===== src/rtl/dp_unit_if.sv =====
// Operand/result bus for dp_unit: enable, packed operand vectors, 2-bit beat
// control, and the accumulator result with its update strobe.
interface dp_unit_if #(
  parameter int N_MUL  = 4,
  parameter int DW_MUL = 8,
  parameter int DW_ADD = 32
);
  logic                      enable;
  logic [N_MUL*DW_MUL-1:0]   in_a;
  logic [N_MUL*DW_MUL-1:0]   in_b;
  logic [1:0]                in_valid;
  logic signed [DW_ADD-1:0]  out;
  logic                      out_valid;

  modport master (output enable, in_a, in_b, in_valid, input out, out_valid);
  modport slave  (input enable, in_a, in_b, in_valid, output out, out_valid);
endinterface


===== src/rtl/dp_unit.sv =====
// dp_unit: signed dot-product / multiply-accumulate processing element.
//   S1: per-lane signed products, S2: adder-tree sum, S3: accumulator -> out.
//   Beat control in_valid: 11 load, 01 accumulate, 10 clear, 00 idle.
//   enable=0 freezes every register; inputs on that edge are dropped.
// Build option: define DP_UNIT_SATURATE_EN to clamp the S3 result to the
// signed DW_ADD range instead of wrapping modulo 2^DW_ADD.

// One multiplier lane: registered signed product of an element pair.
module dp_mul_lane #(
  parameter int DW_MUL = 8
) (
  input  logic                       clk,
  input  logic                       reset,
  input  logic                       enable,
  input  logic signed [DW_MUL-1:0]   a,
  input  logic signed [DW_MUL-1:0]   b,
  output logic signed [2*DW_MUL-1:0] prod
);
  // S1 product register, advances only with enable
  always_ff @(posedge clk or negedge reset) begin
    if (!reset)      prod <= '0;
    else if (enable) prod <= a * b;
  end
endmodule

module dp_unit #(
  parameter int N_MUL  = 4,
  parameter int DW_MUL = 8,
  parameter int DW_ADD = 32
) (
  input  logic     clk,
  input  logic     reset,
  dp_unit_if.slave bus
);
  localparam int STAGES = 2;  // control travels with data through S1, S2

  logic signed [2*DW_MUL-1:0] prod [N_MUL];
  logic [STAGES:1][1:0]       vld_pipe;
  logic signed [DW_ADD-1:0]   tree_sum;
  logic signed [DW_ADD-1:0]   ext;
  logic signed [DW_ADD-1:0]   sum_q;
  logic signed [DW_ADD-1:0]   acc_nxt;

  // Add two accumulator-width values, wrapping or clamping per build option.
  function automatic logic signed [DW_ADD-1:0] add_fit(
    input logic signed [DW_ADD-1:0] x,
    input logic signed [DW_ADD-1:0] y
  );
`ifdef DP_UNIT_SATURATE_EN
    logic signed [DW_ADD:0] wide;
    wide = {x[DW_ADD-1], x} + {y[DW_ADD-1], y};
    // Sign bit disagreeing with the guard bit means the true sum left range
    if (wide[DW_ADD] != wide[DW_ADD-1])
      add_fit = wide[DW_ADD] ? {1'b1, {(DW_ADD-1){1'b0}}}
                             : {1'b0, {(DW_ADD-1){1'b1}}};
    else
      add_fit = wide[DW_ADD-1:0];
`else
    add_fit = x + y;
`endif
  endfunction

  for (genvar i = 0; i < N_MUL; i++) begin : g_lane
    dp_mul_lane #(.DW_MUL(DW_MUL)) u_lane (
      .clk    (clk),
      .reset  (reset),
      .enable (bus.enable),
      .a      (bus.in_a[i*DW_MUL +: DW_MUL]),
      .b      (bus.in_b[i*DW_MUL +: DW_MUL]),
      .prod   (prod[i])
    );
  end

  // Beat control shift register, aligned with the data stages
  always_ff @(posedge clk or negedge reset) begin
    if (!reset)          vld_pipe <= '0;
    else if (bus.enable) vld_pipe <= {vld_pipe[STAGES-1:1], bus.in_valid};
  end

  // Adder tree over sign-extended products; width rule means no overflow here
  always_comb begin
    tree_sum = '0;
    ext      = '0;
    for (int i = 0; i < N_MUL; i++) begin
      ext      = prod[i];
      tree_sum = tree_sum + ext;
    end
  end

  // S2 sum register
  always_ff @(posedge clk or negedge reset) begin
    if (!reset)          sum_q <= '0;
    else if (bus.enable) sum_q <= tree_sum;
  end

  // Next accumulator value from the S2 beat control
  always_comb begin
    acc_nxt = bus.out;
    case (vld_pipe[STAGES])
      2'b11:   acc_nxt = add_fit('0, sum_q);
      2'b01:   acc_nxt = add_fit(bus.out, sum_q);
      2'b10:   acc_nxt = '0;
      default: acc_nxt = bus.out;
    endcase
  end

  // S3 accumulator doubles as the output register; strobe on non-idle beats
  always_ff @(posedge clk or negedge reset) begin
    if (!reset) begin
      bus.out       <= '0;
      bus.out_valid <= 1'b0;
    end else if (bus.enable) begin
      bus.out       <= acc_nxt;
      bus.out_valid <= (vld_pipe[STAGES] != 2'b00);
    end
  end
endmodule


===== src/flat_wrapper.sv =====
// flat-port wrapper written by rule: the top's interface ports become plain ports
module dp_unit_flat 
#(
  parameter int N_MUL  = 4,
  parameter int DW_MUL = 8,
  parameter int DW_ADD = 32
)
  (clk, reset, bus_enable, bus_in_a, bus_in_b, bus_in_valid, bus_out, bus_out_valid);
  dp_unit_if #(.N_MUL(N_MUL), .DW_MUL(DW_MUL), .DW_ADD(DW_ADD)) bus_i ();
  input  logic clk;
  input  logic reset;
  input wire logic [$bits(bus_i.enable)-1:0] bus_enable;
  input wire logic [$bits(bus_i.in_a)-1:0] bus_in_a;
  input wire logic [$bits(bus_i.in_b)-1:0] bus_in_b;
  input wire logic [$bits(bus_i.in_valid)-1:0] bus_in_valid;
  output wire logic [$bits(bus_i.out)-1:0] bus_out;
  output wire logic [$bits(bus_i.out_valid)-1:0] bus_out_valid;
  assign bus_i.enable = bus_enable;
  assign bus_i.in_a = bus_in_a;
  assign bus_i.in_b = bus_in_b;
  assign bus_i.in_valid = bus_in_valid;
  assign bus_out = bus_i.out;
  assign bus_out_valid = bus_i.out_valid;
  dp_unit #(.N_MUL(N_MUL), .DW_MUL(DW_MUL), .DW_ADD(DW_ADD)) u_core (.clk(clk), .reset(reset), .bus(bus_i));
endmodule

===== config.mk =====
export PLATFORM = sky130hd
export DESIGN_NAME = dp_unit_flat
export DESIGN_NICKNAME = d
export VERILOG_FILES = /design/src/rtl/dp_unit_if.sv /design/src/rtl/dp_unit.sv /design/src/flat_wrapper.sv
export SDC_FILE = /design/constraint.sdc
export NUM_CORES = 1
export LEC_CHECK = 0
export ABC_AREA = 1
export CORE_UTILIZATION = 30
export DETAILED_ROUTE_END_ITERATION = 10
export PLACE_DENSITY = 0.43
export SYNTH_ARGS = -nofsm -noshare
export SYNTH_HDL_FRONTEND = slang
export SYNTH_HIERARCHICAL = 1
export SYNTH_SLANG_ARGS = --single-unit

===== constraint.sdc =====
create_clock -name clk -period 3.5 [get_ports clk]
set_clock_uncertainty 0.05 [all_clocks]
set_input_delay 0.525 -clock clk [delete_from_list [all_inputs] [get_ports clk]]
set_output_delay 0.525 -clock clk [all_outputs]
set_load 0.005 [all_outputs]

==> metrics.md, run 1 <==
| Metric | Value |
|---|---|
| Status | `finished, violations left` |
| Failing checks | `setup timing` |
| Placed Area | `24,400 um2` |
| Most common cell in the synthesized netlist | `nand2_1` |
| Fmax | `0.265 GHz` |
| Post-synthesis cell type count | `39` |
| Fin util | `39.8%` |
| # IOs | `102` |
| Root buffer cell | `clkbuf_16` |
| Mean number of vias per cell | `4.40` |
| Critical Path Sink Type | `flop` |
| Seq cells post-synth | `120` |
| Worst setup path category | `in2reg` |
| Largest family of logic cells by synthesized area | `adder cells` |
| Synth Flop Type | `dfrtp_1` |
| Hold violation count in the final report | `0` |
| First-pass GRT wire length | `92.8 mm` |
| MaxCap Viol Count | `0` |
| Drt wl/cell | `13.3 um` |
| Setup violations, final | `32` |
| Via count | `17,930` |
| Post-Synth Simple-Gate Area | `25.3%` |
| CTS Hold Bufs | `0` |
| GPL Wtd Cong | `0.913` |
| Largest cells by area after synthesis | `fa_1 (25%), nand2_1 (15%), inv_1 (15%), dfrtp_1 (15%), ha_1 (10%)` |
| Ys async rst share | `100%` |
| XOR/XNOR share of the synthesized area | `1.34%` |
| GRT Resource Usage Total | `16.6%` |
| Clk Latency, worst-skew pair | `0.44 ns` |
| P&R area growth vs syn | `30.3%` |
| Core box area | `66,300 um2` |
| Final WS setup | `-0.272 ns` |
| Top cell type's share of synthesized area | `25.1%` |
| Syn Nets | `3,424` |
| Commonest cells in the netlist | `nand2_1 (826), inv_1 (813), fa_1 (254)` |
| Yosys warning count | `6` |
| CP Data Arrival Time | `4.05 ns` |
| Largest net degree at the start of global routing | `53` |
| Syn Area/Cell | `6.91 um2` |
| Dpl cells | `4,008` |
| DR pass1 iterations | `5` |
| Ant. Diodes | `0` |
| Synth Area in Compound Gates | `6.24%` |
| Final Instance Area | `26,400 um2` |
| Post-synth EDFFs | `0` |
| # port buffers | `101` |
| Vias in the first global route | `18,691` |
| Worst relative slew slack | `51.1%` |
| Residual DRC | `0` |
| CP required | `3.78 ns` |
| Final HPWL from detailed placement | `45.8 mm` |
| Die Wd | `262 um` |
| Layout fillers | `6,965` |
| Clk sink count | `120` |
| Fin cells | `4,075` |
| CTS tree | `yes` |
| Hold_ws | `0.0679 ns` |
| Crit share post-route | `108%` |
| Die area | `68,600 um2` |
| RSZ-0062 raised after global routing | `yes` |
| Post-synthesis mux area share | `0%` |
| Worst-Margin Slew | `0.734 ns` |
| Cts bufs inserted | `17` |
| Htree depth | `4` |
| Cells after synthesis | `2,933` |
| Post-Synth Adder-Cell Area | `35.5%` |
| Die span in y | `262 um` |
| CTS Buffer Depth | `2` |
| Critical Path Fanout Max | `7` |
| Initial antenna violation count | `0` |
| Initial core utilization | `30.5%` |
| Detail Route Antenna Nets | `0` |
| Std cell rows | `94` |
| Crit start category | `input port` |
| Layout cell share with drive strength beyond 1 | `25.1%` |
| WL final | `54.1 mm` |
| Post-route minimum period | `3.77 ns` |
| Nets | `3,690` |
| Cell Area, Synth | `20,300 um2` |
| Pins Over Slew Limit | `0` |
| CTS clk-pin slew, worst paths | `0.06 ns` |
| Post-synth top area cell | `fa_1` |
| HP Class | `in2async` |
| Total grt overflow | `0` |
| Seq/Total Area, Yosys | `14.8%` |
| Initial DRC Count | `737` |
[what timing repair did]
item	4_1_cts	5_1_grt
pin swaps	247	191
hold endpoints to repair	0	0
setup buffers	28	13
setup endpoints to repair	44	41
gates resized for setup	521	226
[per-layer routing]
metal	vias up	share of wire [%]	track usage, %
met5	-	0	0
met4	0	1.0	3.13
met3	40	2.3	1.47
met1	8549	47	22.3
met2	219	50	29.1
li1	9122	-	-
[area by class of cell]
class | count | area, um2 | area share [%]
tap | 864 | 1080 | 4.09
timing repair buffer | 332 | 2890 | 11.0
inverter | 821 | 3140 | 11.9
clock buffer | 18 | 439 | 1.66
multi-input combinational | 1907 | 15700 | 59.4
clock inverter | 13 | 171 | 0.649
sequential | 120 | 3000 | 11.4
[layout by cell type (no fill, tap or decap), drive strengths merged, types with 12 or more instances in the layout]
cell	netlist	routed
nand2	852	852
inv	820	822
buf	15	290
fa	254	254
nor2	179	179
ha	168	168
nand3	149	149
dfrtp	120	120
a21oi	119	119
o21ai	62	62
clkdlybuf4s50	0	35
clkbuf	70	25
xnor2	23	23
a21o	17	17
nand4	16	16
a31oi	14	14
nand3b	12	12
[cell families after synthesis]
| family | after synthesis |
|---|---|
| AOI/OAI and AO/OA | 223 |
| xor gates and xnor gates | 31 |
| adders and majority gates | 422 |
| buffers and inverters | 906 |
| DFF | 120 |
| and+or+nand+nor | 1231 |
[per-stage QoR]
stage	setup WS [ns]	TNS (ns)
after global placement	-1.32	-47.25
final	-0.272	-4.79
after detailed placement	-1.34	-48.51
after CTS	-0.329	-6.54
after floorplan	-0.496	-12.45
after global routing	-0.418	-9.34
[critical path, cell delays in order]
cell	delay [ns]
buf_12	0.12
nand2_8	0.06
inv_4	0.04
fa_2	0.61
clkinv_4	0.10
fa_1	0.50
inv_1	0.05
fa_1	0.49
inv_2	0.04
fa_1	0.52
inv_2	0.05
ha_4	0.30
nand2_4	0.08
nor2_4	0.10
nand2_2	0.07
nor2_4	0.13
inv_2	0.04
nand3_2	0.06
nand3_2	0.06
nand3_2	0.06
nand2_1	0.05
[state kept, by name (all words and copies together) (netlist names)]
| name | cells |
|---|---|
| u_core/bus.out_valid | 1 |
| u_core/sum_q | 19 |
| u_core/vld_pipe | 4 |
| u_core/g_lane.u_lane/prod | 64 |
| u_core/bus.out | 32 |
[worst paths after layout]
kind / startpoint / end / slack, ns / cells after the start
min in group clk: u_core/g_lane[0].u_lane/prod[11] / u_core/g_lane[0].u_lane/prod[11] / 0.42 / 2
max reg2reg: u_core/g_lane[0].u_lane/prod[1] / u_core/sum_q[17] / 0.27 / 13
min: reset / u_core/sum_q[4] / 0.07 / 1
max in group asynchronous: reset / u_core/bus.out[29] / 2.59 / 2
min reg2reg: u_core/g_lane[0].u_lane/prod[11] / u_core/g_lane[0].u_lane/prod[11] / 0.42 / 2
max: bus_in_a[23] / u_core/g_lane[2].u_lane/prod[15] / -0.27 / 21
Power of run 1 is left out: the tool's default activity adds up to more than one toggle a clock period on the data nets, which glitch-free logic cannot reach.
==> inputs of run 2 (changes only) <==
Settings changed: CORE_MARGIN from default to 1.
==> results of run 2 <==
Final layout, timing and power as in run 1 (identical DEF).
Power of run 2 is left out for the same reason.
==> inputs of run 3 (changes only) <==
Settings changed: SLEW_MARGIN from default to 40.
==> results of run 3 <==
Final layout, timing and power as in run 1 (identical DEF).
Power of run 3 is left out for the same reason.
